==> config.mk <==
export PLATFORM = sky130hd
export DESIGN_NAME = cic_rate_sequencer
export DESIGN_NICKNAME = d
export VERILOG_FILES = /design/src/rtl/cic_seq_pkg.sv /design/src/rtl/cic_rate_sequencer.sv
export SDC_FILE = /design/constraint.sdc
export NUM_CORES = 1
export LEC_CHECK = 0
export ABC_CLOCK_PERIOD_IN_PS = 1900
export BUFFER_PORTS_ARGS = -buffer_cell sky130_fd_sc_hd__buf_2
export CAP_MARGIN = 20
export CELL_PAD_IN_SITES_DETAIL_PLACEMENT = 1
export CELL_PAD_IN_SITES_GLOBAL_PLACEMENT = 2
export CORE_ASPECT_RATIO = 0.5
export CORE_MARGIN = 3
export CORE_UTILIZATION = 24
export CTS_CLUSTER_SIZE = 10
export DETAILED_ROUTE_END_ITERATION = 7
export PLACE_DENSITY_LB_ADDON = 0.1
export SETUP_SLACK_MARGIN = 0.4
export SLEW_MARGIN = 20
export SYNTH_ARGS = -nofsm -noshare
export SYNTH_HDL_FRONTEND = slang
export SYNTH_SLANG_ARGS = --single-unit
==> constraint.sdc <==
create_clock -name clk -period 1.9 [get_ports clk]
set_input_delay 0.19 -clock clk [delete_from_list [all_inputs] [get_ports clk]]
set_output_delay 0.19 -clock clk [all_outputs]
set_load 0.05 [all_outputs]
==> src/rtl/cic_seq_pkg.sv <==
// Shared state encoding and default parameter constants for the CIC rate sequencer.
package cic_seq_pkg;

  typedef enum logic [2:0] {
    ST_IDLE   = 3'd0,
    ST_CLEAR  = 3'd1,
    ST_SETTLE = 3'd2,
    ST_RUN    = 3'd3,
    ST_DRAIN  = 3'd4
  } seq_state_e;

  localparam int DEF_STREAM_W     = 32;
  localparam int DEF_RATE_W       = 16;
  localparam int DEF_RATE_MIN     = 2;
  localparam int DEF_RATE_MAX     = 4096;
  localparam int DEF_RATE_DEFAULT = 16;
  localparam int DEF_SETTLE_N     = 4;
  localparam int SETTLE_CNT_W     = 8;

endpackage

==> src/rtl/cic_rate_sequencer.sv <==
// Sequences CIC decimation-rate changes: clear, discard settling outputs, run, drain.
// Optional irq_o output is enabled by defining CIC_RATE_SEQUENCER_IRQ_EN.
module cic_rate_sequencer
  import cic_seq_pkg::*;
#(
  parameter int STREAM_W     = DEF_STREAM_W,
  parameter int RATE_W       = DEF_RATE_W,
  parameter int RATE_MIN     = DEF_RATE_MIN,
  parameter int RATE_MAX     = DEF_RATE_MAX,
  parameter int RATE_DEFAULT = DEF_RATE_DEFAULT,
  parameter int SETTLE_N     = DEF_SETTLE_N
) (
  input  logic                    clk,
  input  logic                    reset,
  input  logic                    ce,
  input  logic                    enable_i,
  input  logic                    req_valid_i,
  input  logic [RATE_W-1:0]       req_rate_i,
  output logic                    req_ready_o,
  input  logic                    err_clr_i,
  output logic                    err_o,
  output logic [RATE_W-1:0]       cic_rate_o,
  output logic                    cic_clear_o,
  output logic                    cic_en_o,
  input  logic [STREAM_W-1:0]     tdata_s_in,
  input  logic                    tvalid_s_in,
  output logic                    tready_s_in,
  output logic [STREAM_W-1:0]     tdata_m_out,
  output logic                    tvalid_m_out,
  input  logic                    tready_m_out,
  output logic [2:0]              state_o,
  output logic [SETTLE_CNT_W-1:0] settle_cnt_o
`ifdef CIC_RATE_SEQUENCER_IRQ_EN
  , output logic                  irq_o
`endif
);

  seq_state_e              state_q, state_d;
  logic                    pending_valid_q;
  logic [RATE_W-1:0]       pending_rate_q;
  logic [RATE_W-1:0]       cic_rate_q;
  logic                    err_q;
  logic [SETTLE_CNT_W-1:0] settle_cnt_q, settle_cnt_d;

  logic req_fire;
  logic req_legal;
  logic err_set;

  // Illegal requests are still consumed so the requester never deadlocks.
  assign req_fire  = ce && req_valid_i && !pending_valid_q;
  assign req_legal = (req_rate_i >= RATE_W'(RATE_MIN)) && (req_rate_i <= RATE_W'(RATE_MAX));
  assign err_set   = req_fire && !req_legal;

  // NOTE: every always_comb output gets a default first so no path can infer a latch.
  always_comb begin
    state_d      = state_q;
    settle_cnt_d = settle_cnt_q;
    unique case (state_q)
      ST_IDLE: if (enable_i) state_d = ST_CLEAR;
      ST_CLEAR: begin
        settle_cnt_d = '0;
        state_d      = enable_i ? ST_SETTLE : ST_IDLE;
      end
      ST_SETTLE: begin
        if (!enable_i) begin
          state_d      = ST_IDLE;
          settle_cnt_d = '0;
        end else if (tvalid_s_in) begin
          settle_cnt_d = settle_cnt_q + 1'b1;
          if (settle_cnt_q + 1'b1 == SETTLE_CNT_W'(SETTLE_N)) state_d = ST_RUN;
        end
      end
      ST_RUN: if (pending_valid_q || !enable_i) state_d = ST_DRAIN;
      ST_DRAIN: begin
        settle_cnt_d = '0;
        if (!(tvalid_s_in && !tready_m_out)) state_d = enable_i ? ST_CLEAR : ST_IDLE;
      end
      default: state_d = ST_IDLE;
    endcase
  end

  // Stream steering depends only on the current state so it stays correct while ce=0.
  always_comb begin
    cic_en_o     = 1'b0;
    tready_s_in  = 1'b0;
    tvalid_m_out = 1'b0;
    unique case (state_q)
      ST_SETTLE: begin
        cic_en_o    = 1'b1;
        tready_s_in = 1'b1;
      end
      ST_RUN: begin
        cic_en_o     = 1'b1;
        tready_s_in  = tready_m_out;
        tvalid_m_out = tvalid_s_in;
      end
      ST_DRAIN: begin
        tready_s_in  = tready_m_out;
        tvalid_m_out = tvalid_s_in;
      end
      default: ;
    endcase
  end

  // NOTE: reset is sampled on the clock edge, so it lives inside the clocked branch, not the sensitivity list.
  always_ff @(posedge clk) begin
    if (reset) begin
      state_q         <= ST_IDLE;
      pending_valid_q <= 1'b0;
      pending_rate_q  <= '0;
      cic_rate_q      <= RATE_W'(RATE_DEFAULT);
      err_q           <= 1'b0;
      settle_cnt_q    <= '0;
    end else if (ce) begin
      state_q      <= state_d;
      settle_cnt_q <= settle_cnt_d;
      // Consume and accept are exclusive: accept needs the slot empty, consume needs it full.
      if (state_q == ST_CLEAR && pending_valid_q) begin
        cic_rate_q      <= pending_rate_q;
        pending_valid_q <= 1'b0;
      end else if (req_fire && req_legal) begin
        pending_valid_q <= 1'b1;
        pending_rate_q  <= req_rate_i;
      end
      if (err_set)        err_q <= 1'b1;
      else if (err_clr_i) err_q <= 1'b0;
    end
  end

  assign req_ready_o  = !pending_valid_q;
  assign err_o        = err_q;
  assign cic_rate_o   = cic_rate_q;
  assign cic_clear_o  = ce && (state_q == ST_CLEAR);
  assign tdata_m_out  = tdata_s_in;
  assign state_o      = state_q;
  assign settle_cnt_o = settle_cnt_q;

`ifdef CIC_RATE_SEQUENCER_IRQ_EN
  assign irq_o = ce && ((state_q == ST_SETTLE && state_d == ST_RUN) || (err_set && !err_q));
`endif

endmodule

# Yosys cells after proc, flatten, opt, wreduce, memory -nomap -nowiden
# Index checks and enable logic that the tools add are counted.
# W data, S select, Z words.
# word_totals
ff_bits	45
inputBits	56
out_inout_bits	65
wordCells	65
# op_classes
add_sub_neg	1
magnitude_cmp	2
eq_ne	10
muxes	19
bitwise_logic	1
reduce_logical	26
# op_table
op	n
$mux W3	6
$ge A16 B2 Y1 const B	1
$le A16 B13 Y1 const B	1
$mux W8	2
$pmux W8 S2	1
$pmux W3 S5	1
$add A8 B1 Y8 const B	1
$eq A8 B3 Y1 const B	1
$logic_and A1 B1 Y1	8
$mux W1	7
$eq A3 B2 Y1 const B	2
$ne A2 B2 Y1 const B	3
$ne A3 B3 Y1 const B	2
$reduce_and A2 Y1	3
$reduce_and A3 Y1	2
$reduce_and A6 Y1	1
$reduce_bool A2 Y1	3
$reduce_or A2 Y1	3
$logic_not A1 Y1	4
$eq A3 B1 Y1 const B	1
$eq A3 B3 Y1 const B	1
$logic_not A3 Y1	1
$mux W2	1
$pmux W1 S2	1
2 further kinds	2

# Depth between registers and ports, before layout
# Gate-level depths: netlist of the first run.
# logic_depth
word_depth	6
ltp_mapped	7
mapped_depth_nobuf	5

# Worst setup path after synthesis of the first run
# Ideal clock, no wire load.
# synth_timing
kind	register to register
start	register state_q[0] (netlist: state_o[0])
end	register cic_rate_q[10] (netlist: cic_rate_o[10])
setup_time_ns	0.132
t_arrival_ns	2.844
required_ns	1.768
slack_ns	-1.076
stages_incl_launch_ff	8
n_path_buf	2
synth_period_minus_slack_ns	2.976
cell_sequence	dfxtp_1 -> clkbuf_2 -> nand2_1 -> nor3_1 -> nand2_1 -> clkbuf_1 -> nand2_1 -> a21oi_1
# synth_via
elab_chain_cells	3
# synth_rtl
element	line	source
start: declaration	cic_rate_sequencer.sv:38	seq_state_e state_q, state_d;
start signal: assignment	cic_rate_sequencer.sv:115	state_q <= state_d;
$eq A3 B1 Y1	cic_rate_sequencer.sv:118	if (state_q == ST_CLEAR && pending_valid_q) begin
$logic_and A1 B1 Y1	cic_rate_sequencer.sv:118	
$reduce_and A2 Y1 (no source line)	n/a	
end signal: assignment	cic_rate_sequencer.sv:111	cic_rate_q <= RATE_W'(RATE_DEFAULT);
end signal: assignment	cic_rate_sequencer.sv:119	cic_rate_q <= pending_rate_q;
end: declaration	cic_rate_sequencer.sv:41	logic [RATE_W-1:0] cic_rate_q;
# Every way passes these cells.
# A chain may end at the register's enable or synchronous reset.

# Final worst setup path of the first run
# layout_timing
start	register state_q[2] (netlist: state_o[2])
end	output tvalid_m_out
# layout_via
elab_chain_cells	3
word_cells_on_any_way	4
classes_between	eq/ne (2); mux (1); reduce/logical (1)
# layout_rtl
element	line	source
$eq A3 B3 Y1 or $eq A3 B2 Y1 (tied branches)	cic_rate_sequencer.sv:87	unique case (state_q)
$reduce_or A2 Y1 (no source line) (*)	n/a	
$mux W1 (*)	cic_rate_sequencer.sv:87	
end: declaration	cic_rate_sequencer.sv:29	output logic tvalid_m_out,
# Mark *: on every way between the ends. The rest lies on a longest branch, timed or not.

==> results of run 1 <==
final timing paths:
path	start	end	slack [ps]	cells after the start
setup / recovery	state_o[2]$_SDFFE_PP0P_	tvalid_m_out	310	5
hold / removal	req_rate_i[5]	pending_rate_q[5]$_SDFFE_PP0P_	170	3
setup reg to reg	state_o[2]$_SDFFE_PP0P_	state_o[0]$_SDFFE_PP0P_	360	4
hold reg to reg	cic_rate_o[7]$_SDFFE_PP0P_	cic_rate_o[7]$_SDFFE_PP0P_	450	2
power breakdown:
| group | switching, W | total [W] | internal, W |
|---|---|---|---|
| Clock | 0.000386 | 0.000877 | 0.000491 |
| Combinational | 0.000137 | 0.000223 | 0.0000859 |
| Sequential | 0.0000109 | 0.000959 | 0.000948 |
metal layers:
layer,global-route usage,vias to the layer above,part of all wire
met2,0.200,36,0.47
met4,0.0397,0,0.014
met1,0.153,920,0.46
met5,0,-,0
met3,0.0336,18,0.051
li1,-,943,-
cell families after synthesis:
group	share of synthesized area
multiplexers	0.0709
adder cells (fa/ha/maj)	0.0155
AO/OA/AOI/OAI	0.127
flip-flops	0.399
buffers and inverters	0.148
XOR/XNOR	0.0116
AND/OR/NAND/NOR	0.229
final cells by class:
class	count	area, um2	area share
multi-input combinational	172	1170	0.411
sequential	45	922	0.324
timing repair buffer	73	447	0.157
tap	117	146	0.0514
clock buffer	5	125	0.0440
clock inverter	3	20.0	0.00703
inverter	3	15.0	0.00527
tightest hold or removal path, delay by kind of cell:
family	cells	cell delay (ps)
mux	1	60
buf+inv	1	100
simple gates	1	70
what timing repair did:
action,in CTS,in global routing
resized for setup,10,24
buffers inserted,8,3
pin swaps,6,10
endpoints found under the setup margin,13,31
state kept, by name, summed over array words and instances, names as in the netlist:
signal	cells
cic_rate_o	16
pending_rate_q	16
settle_cnt_o	8
state_o	3
err_o	1
pending_valid_q	1
through the flow:
step,instance area (um2),util,total power (W)
floorplan,2360,-,0.00128
global placement,2510,0.281,0.00117
detailed placement,2510,0.281,0.00118
CTS,2750,0.308,0.00209
global route,2850,0.319,0.00216
finish,2850,0.319,0.00206
placed cells by master, fill, tap and decap left out, types with 3 or more instances in the layout:
cell type and count:
o21ai_0 3, dfxtp_2 5, clkbuf_16 5, a311oi_2 3, buf_2 53, nand3b_1 3
nand2b_1 4, nand2_1 37, dfxtp_1 36, nand3_1 4, a21oi_1 22, nor2b_1 4
nor2_1 15, buf_4 14, mux2i_1 16, xnor2_1 3, a31oi_1 3, o21ai_1 3
nor2_2 3, dfxtp_4 4, or3_1 3, buf_6 3, and2_1 4
==> results.md, run 1 <==
Power:
- The highest ir drop seen on vdd is about 0.32 mV.
- The leakage power is approximately 1.2 nW.
- Power spread over the standard cell area amounts to roughly 720 nW/um2.

Critical path:
- The kind of end point of the critical path is an output pin.
- The family with the most delay on the worst path is simple AND/OR/NAND/NOR gates.
- The highest cell delay on the worst timing path is 350 ps.
- The critical-path cell with the highest stage delay is dfxtp_4.
- The arrival time of data at the critical path endpoint is between 1000 and 1500 ps.
- The setup path with the least slack is of type flop to output pin.
- The worst-path maximum fanout is 4.
- The worst setup path is launched from a flop.
- The signal on the critical path passes through and2b_4 -> and2_4 -> a21oi_4 -> nor2b_4 -> buf_8.
- The endpoint required time on the critical path is roughly 1700 ps.
- The number of buffers and inverters on the critical path is 1.

Placed design:
- The minimum setup slack after placement is ~160 ps.
- The final RePlAce weighted congestion is 0.691.
- The total of buffers placed on input and output ports is 56.
- The final HPWL from detailed placement is about 4400 um.
- The placed instance count is about 400.

Yosys:
- Counting flops with an async set or reset pin after synthesis yields a share of 0.
- The cell type contributing the most total cell area after synthesis is dfxtp_1.
- The instance count of the mapped netlist is between 200 and 300.
- In the synthesized netlist, the cells that appear most often are 45 x dfxtp_1, 39 x nand2_1, 33 x buf_4, 24 x a21oi_1, 19 x nor2_1.
- For this run, the leading register cell type out of synthesis is dfxtp_1.
- The net count of the mapped netlist is 324.
- The share of the Yosys chip area taken by registers is 0.399.
- The post-synthesis register bit count is 45.
- The Yosys warning count is 0.
- Of the post-synthesis cell area, the dominant cell type holds 0.399.
- The number of enable flip-flop cells after synthesis is 0.
- Synthesis instantiated between 40 and 50 different standard cells from the library.
- The mean post-synth cell area is 8.49 um2.
- The most repeated cell in the gate-level netlist after synthesis is dfxtp_1.
- After synthesis, the cell types taking the most area are dfxtp_1 40%, buf_4 11%, mux2i_1 7.1%.
- The cell area that synthesis handed to floorplanning was between 2000 and 2500 um2.

Global route:
- The number of global-route vias before repair came to 1,996.
- The initial antenna violation count is 0.
- The global-route wire length before repair is roughly 10,000 um.
- The global-route usage over all layers is 0.120.
- After global routing the overflow that remains totals 0.
- The maximum number of pins on one net before global-route repair is 17.

STA:
- Between clock sinks in the finished design, the worst skew comes to between 4 and 5 ps.
- The fmax is roughly 0.63 GHz.
- For the pin with the worst max-slew slack, the measured transition is around 370 ps.
- The summed negative setup slack over all endpoints is 0 ps.
- The worst max-slew margin expressed relative to the limit is 0.753.
- Across all setup checks in the final design, the least slack found is slightly above 300 ps.
- Setup violations remaining at the end of the flow were counted as 0.
- The final critical-path required period is about 1600 ps.
- The post-route worst hold slack is 166 ps.
- The number of max-slew violations in the final report came to 0.
- Setup repair after global routing could not meet its margin everywhere.
- The number of hold-slack violations in the final timing report is 0.
- The final critical-path share of the clock period is 0.839.

Routing:
- The number of detailed-route iterations in the first pass is 4.
- In the final routed layout, each cell accounts on average for 14.9 um.
- After detailed routing, the total wire length is approximately 6200 um.
- The total number of vias is about 1.9k.
- After the first detailed-routing iteration, the DRC count stood at 40.
- The average via count per standard cell is approximately 4.6.
- The count of antenna-violating nets left after detailed routing is 0.
- The remaining design rule violation count is 0.

Die:
- The site row count is 24.
- The height of the die is between 70 and 80 um.
- The initial utilization of the core area, before any placement, comes to 0.253.
- For this design the top-level I/O count stands at 121.
- The die span in x is ~140 um.
- The floorplan step defined a die boundary enclosing 10,700 um2.
- The total area inside the core boundary comes to about 8900 um2.

Finish:
- The share of post-route cells with drive strength above 1 is 0.409.
- The number of diodes added for antenna fixing is 0.
- The layout has between 1k and 1.5k filler cells.
- The area growth from synthesis to layout is 26.0%.
- At the end of the flow, the number of nets in the layout was roughly 360.
- The count of cells in the finished layout, fillers not included, comes to between 400 and 500.

Clocking:
- After clock tree synthesis, the clock-pin slew on the worst setup and hold paths is around 60 ps.
- The TritonCTS clock tree is done.
- In this run the deepest clock path goes through 2 buffers.
- The number of buffers created by CTS is 5.
- The clock latency reported for the late side of the worst-skew pair is ~290 ps.
- The clock net sink count is 45.
- The hold buffer count at cts is 0.
- Clock tree synthesis selected as its root buffer the cell clkbuf_16.
- The maximum level of the CTS H-tree is 2.

Hold path:
- The class of the tightest hold or removal check is primary input to flop.

Status:
- The run finished with clean final reports.

Run:
- Max-cap violations in this run came to 0.
No activity file was read; power rests on OpenSTA's default activity.
==> inputs of run 2 (changes only) <==
- ABC_CLOCK_PERIOD_IN_PS: 1900 -> 1400
- CORE_UTILIZATION: 24 -> 22
- clock period: 1.9 -> 1.4 ns (I/O delays scaled with it)
==> run 2 against run 1 <==
  * The flow now finishes with violations (setup timing)
  * Sequential share of layout area decreased by 7.9 points
  * Total power rose by 42%
  * Clock skew up 3.1 ps
  * Clock power rose by 37%
  * Global-route usage rose by 0.66 points
  * Die area is 8.5% higher
  * Hold slack lost 66 ps
  * Register-to-register slack worse by 530 ps
  * Worst setup slack worse by 510 ps
  * Largest power group unchanged
==> results.md, run 2 (synthesis gave the netlist of run 1 again) <==
Die:
- The boundary pin count is 121.
- The die span in x is 149 um.
- The initialized floorplan defines 25 standard-cell rows.
- The initial utilization of the core area, before any placement, comes to 0.232.
- The die is slightly below 80 um tall.
- The core region is about 9700 um2.
- The full die area is 11,600 um2.

Power:
- The highest ir drop seen on vdd is roughly 0.34 mV.
- The leakage power is about 1.7 nW.
- The ratio of total power to cell area is 748 nW/um2.

Placed design:
- Once detailed placement completed, the half-perimeter wirelength came to 5000 um.
- The total of buffers placed on input and output ports is 56.
- The minimum setup slack after placement is -278 ps.
- The placed instances occupy a cell area of ~2800 um2.
- The final RePlAce weighted congestion is ~0.72.

Routing:
- The routed wire length is 7260 um.
- In the routed layout, each cell is associated on average with a via count of 4.40.
- After detailed routing, the number of remaining DRC violations is 0.
- The per-cell routed wire length is roughly 15 um.
- Before antenna repair, the detailed router went through 3 iterations.
- The violation count after the first detailed-routing iteration is 54.
- The detail route stage leaves a number of antenna-violating nets equal to 0.
- Across all layers, the routed design uses roughly 2.1k vias.

Global route:
- The initial antenna violation count is 0.
- The number of global-route vias before repair is 2,312.
- The first global-routing pass estimated between 10,000 and 15,000 um of wire.
- Summed over all layers, the global routing overflow is 0.
- Entering global routing, the biggest net connects 19 pins.
- For this run, the total global-route usage over all layers was measured as 0.126.

Status:
- The flow ran to the end, but the final reports show violations.
- The final reports fail on setup timing.

STA:
- Clock skew on the completed layout was measured at 7.56 ps.
- Setup violations remaining at the end of the flow were counted as 15.
- Headroom to the max-slew limit came out at 0.727.
- Setup repair after global routing could not meet its margin everywhere.
- The number of hold-slack violations in the final timing report is 0.
- Derived from the worst setup path, the maximum achievable clock frequency is roughly 0.62 GHz.
- The measured slew at the worst slew-check pin is 409 ps.
- Of the available clock period, the critical path in the final layout requires 1.15.
- The final critical-path required period is 1610 ps.
- The number of max-slew violations in the final report came to 0.
- The worst setup slack after layout is -207 ps.

Critical path:
- STA classifies the critical path startpoint as a flop.
- The worst-path maximum fanout is 4.
- The arrival time of data at the critical path endpoint is 1470 ps.
- The worst setup path is captured at an output pin.
- The endpoint required time on the critical path is 1260 ps.
- The critical path in this run is classified as flop to output pin.

Finish:
- Compared with the post-synthesis result, the final layout area differs by 73.0%.
- After routing the design area is a little under 4000 um2.
- In the final layout, the share of cells above drive strength 1 is 0.691.
- The final design utilization is 0.402.
- The library cell used most frequently in the layout, excluding fill and tap cells, is buf_6.
- In the layout the commonest cells are 46 x buf_6, 36 x buf_4, 26 x nand2_2, 23 x dfxtp_1, 21 x a21oi_2.
- 0 antenna diodes ended up in the layout.
- The final net count is a little over 400.

Clocking:
- The clock latency reported for the late side of the worst-skew pair is between 200 and 300 ps.
- The maximum level of the CTS H-tree is 2.
- The clock net sink count is 45.
- The hold buffer count at cts is 0.
- The number of clock buffers added by TritonCTS is 5.
- TritonCTS built the clock tree.
- The clock slew seen by the registers of the worst setup and hold paths is about 70 ps.
- The clock passes through at most 2 buffers.
- CTS placed an instance of clkbuf_16 at the clock tree root.

Run:
- Max-cap violations in this run came to 0.

Hold path:
- The worst hold path belongs to the class primary input to flop.
## run 2: cell count changes in the layout (fill, tap and decap cells not counted), moves of 3 or more
cell,change
a21oi_1,-21
a21oi_2,+20
and2_1,-3
and2_4,+3
buf_2,-34
buf_4,+22
buf_6,+43
buf_8,+17
dfxtp_1,-13
dfxtp_2,+6
dfxtp_4,+7
nand2_1,-31
nand2_2,+25
nand2_4,+6
## run 2: worst max-delay path: stages (launching register included)
cell and delay [ps]:
dfxtp_4 360, and2b_4 270, buf_6 100, and2_4 150, a21oi_4 40, nor2b_4 110, buf_8 150
## run 2: metal layers
layer | GRT usage | vias to the layer above | routed length (um)
met5 | 0 | - | 0
li1 | - | 1041 | -
met2 | 0.227 | 38 | 3640
met4 | 0.0393 | 0 | 129
met1 | 0.149 | 1019 | 3150
met3 | 0.0315 | 34 | 347
## run 2: where the power goes
group	switching (W)	leakage [nW]	internal, W	total (W)
registers	0.0000183	0.376	0.00127	0.00129
clock network	0.000532	0.0738	0.000665	0.00120
logic	0.000222	1.25	0.000212	0.000434
## run 2: final cells by class
class	instances	area [um2]
well taps	135	169
multi-input cells	172	1420
clock inverters	3	22.5
fillers	1112	5820
inverters	3	15.0
repair buffers	121	1200
clock buffers	5	125
flip-flops and latches	45	956
## run 2: final timing paths
kind,start,to,slack (ps),cells past startpoint
worst max-delay path,state_o[2]$_SDFFE_PP0P_,tvalid_m_out,-210,6
worst min-delay path,req_rate_i[6],pending_rate_q[6]$_SDFFE_PP0P_,100,3
worst max register to register,state_o[2]$_SDFFE_PP0P_,settle_cnt_o[5]$_SDFFE_PP0P_,-170,6
worst min register to register,pending_rate_q[5]$_SDFFE_PP0P_,cic_rate_o[5]$_SDFFE_PP0P_,460,2
## run 2: repair_timing
action / CTS / global route
setup buffers: 16 / 7
gates resized for setup: 162 / 65
pin swaps: 55 / 24
setup endpoints to repair: 77 / 76
gates cloned: 1 / 0
## run 2: metrics by stage
stage	total power [W]	instances	setup TNS, ps	hold WS [ps]
2_1_floorplan	0.00174	266	-8120	284
3_3_place_gp	0.00164	452	-4860	281
3_5_place_dp	0.00165	452	-4940	281
4_1_cts	0.00297	477	-1440	93.6
5_1_grt	0.00309	484	-4960	114
6_report	0.00292	484	-1650	99.8
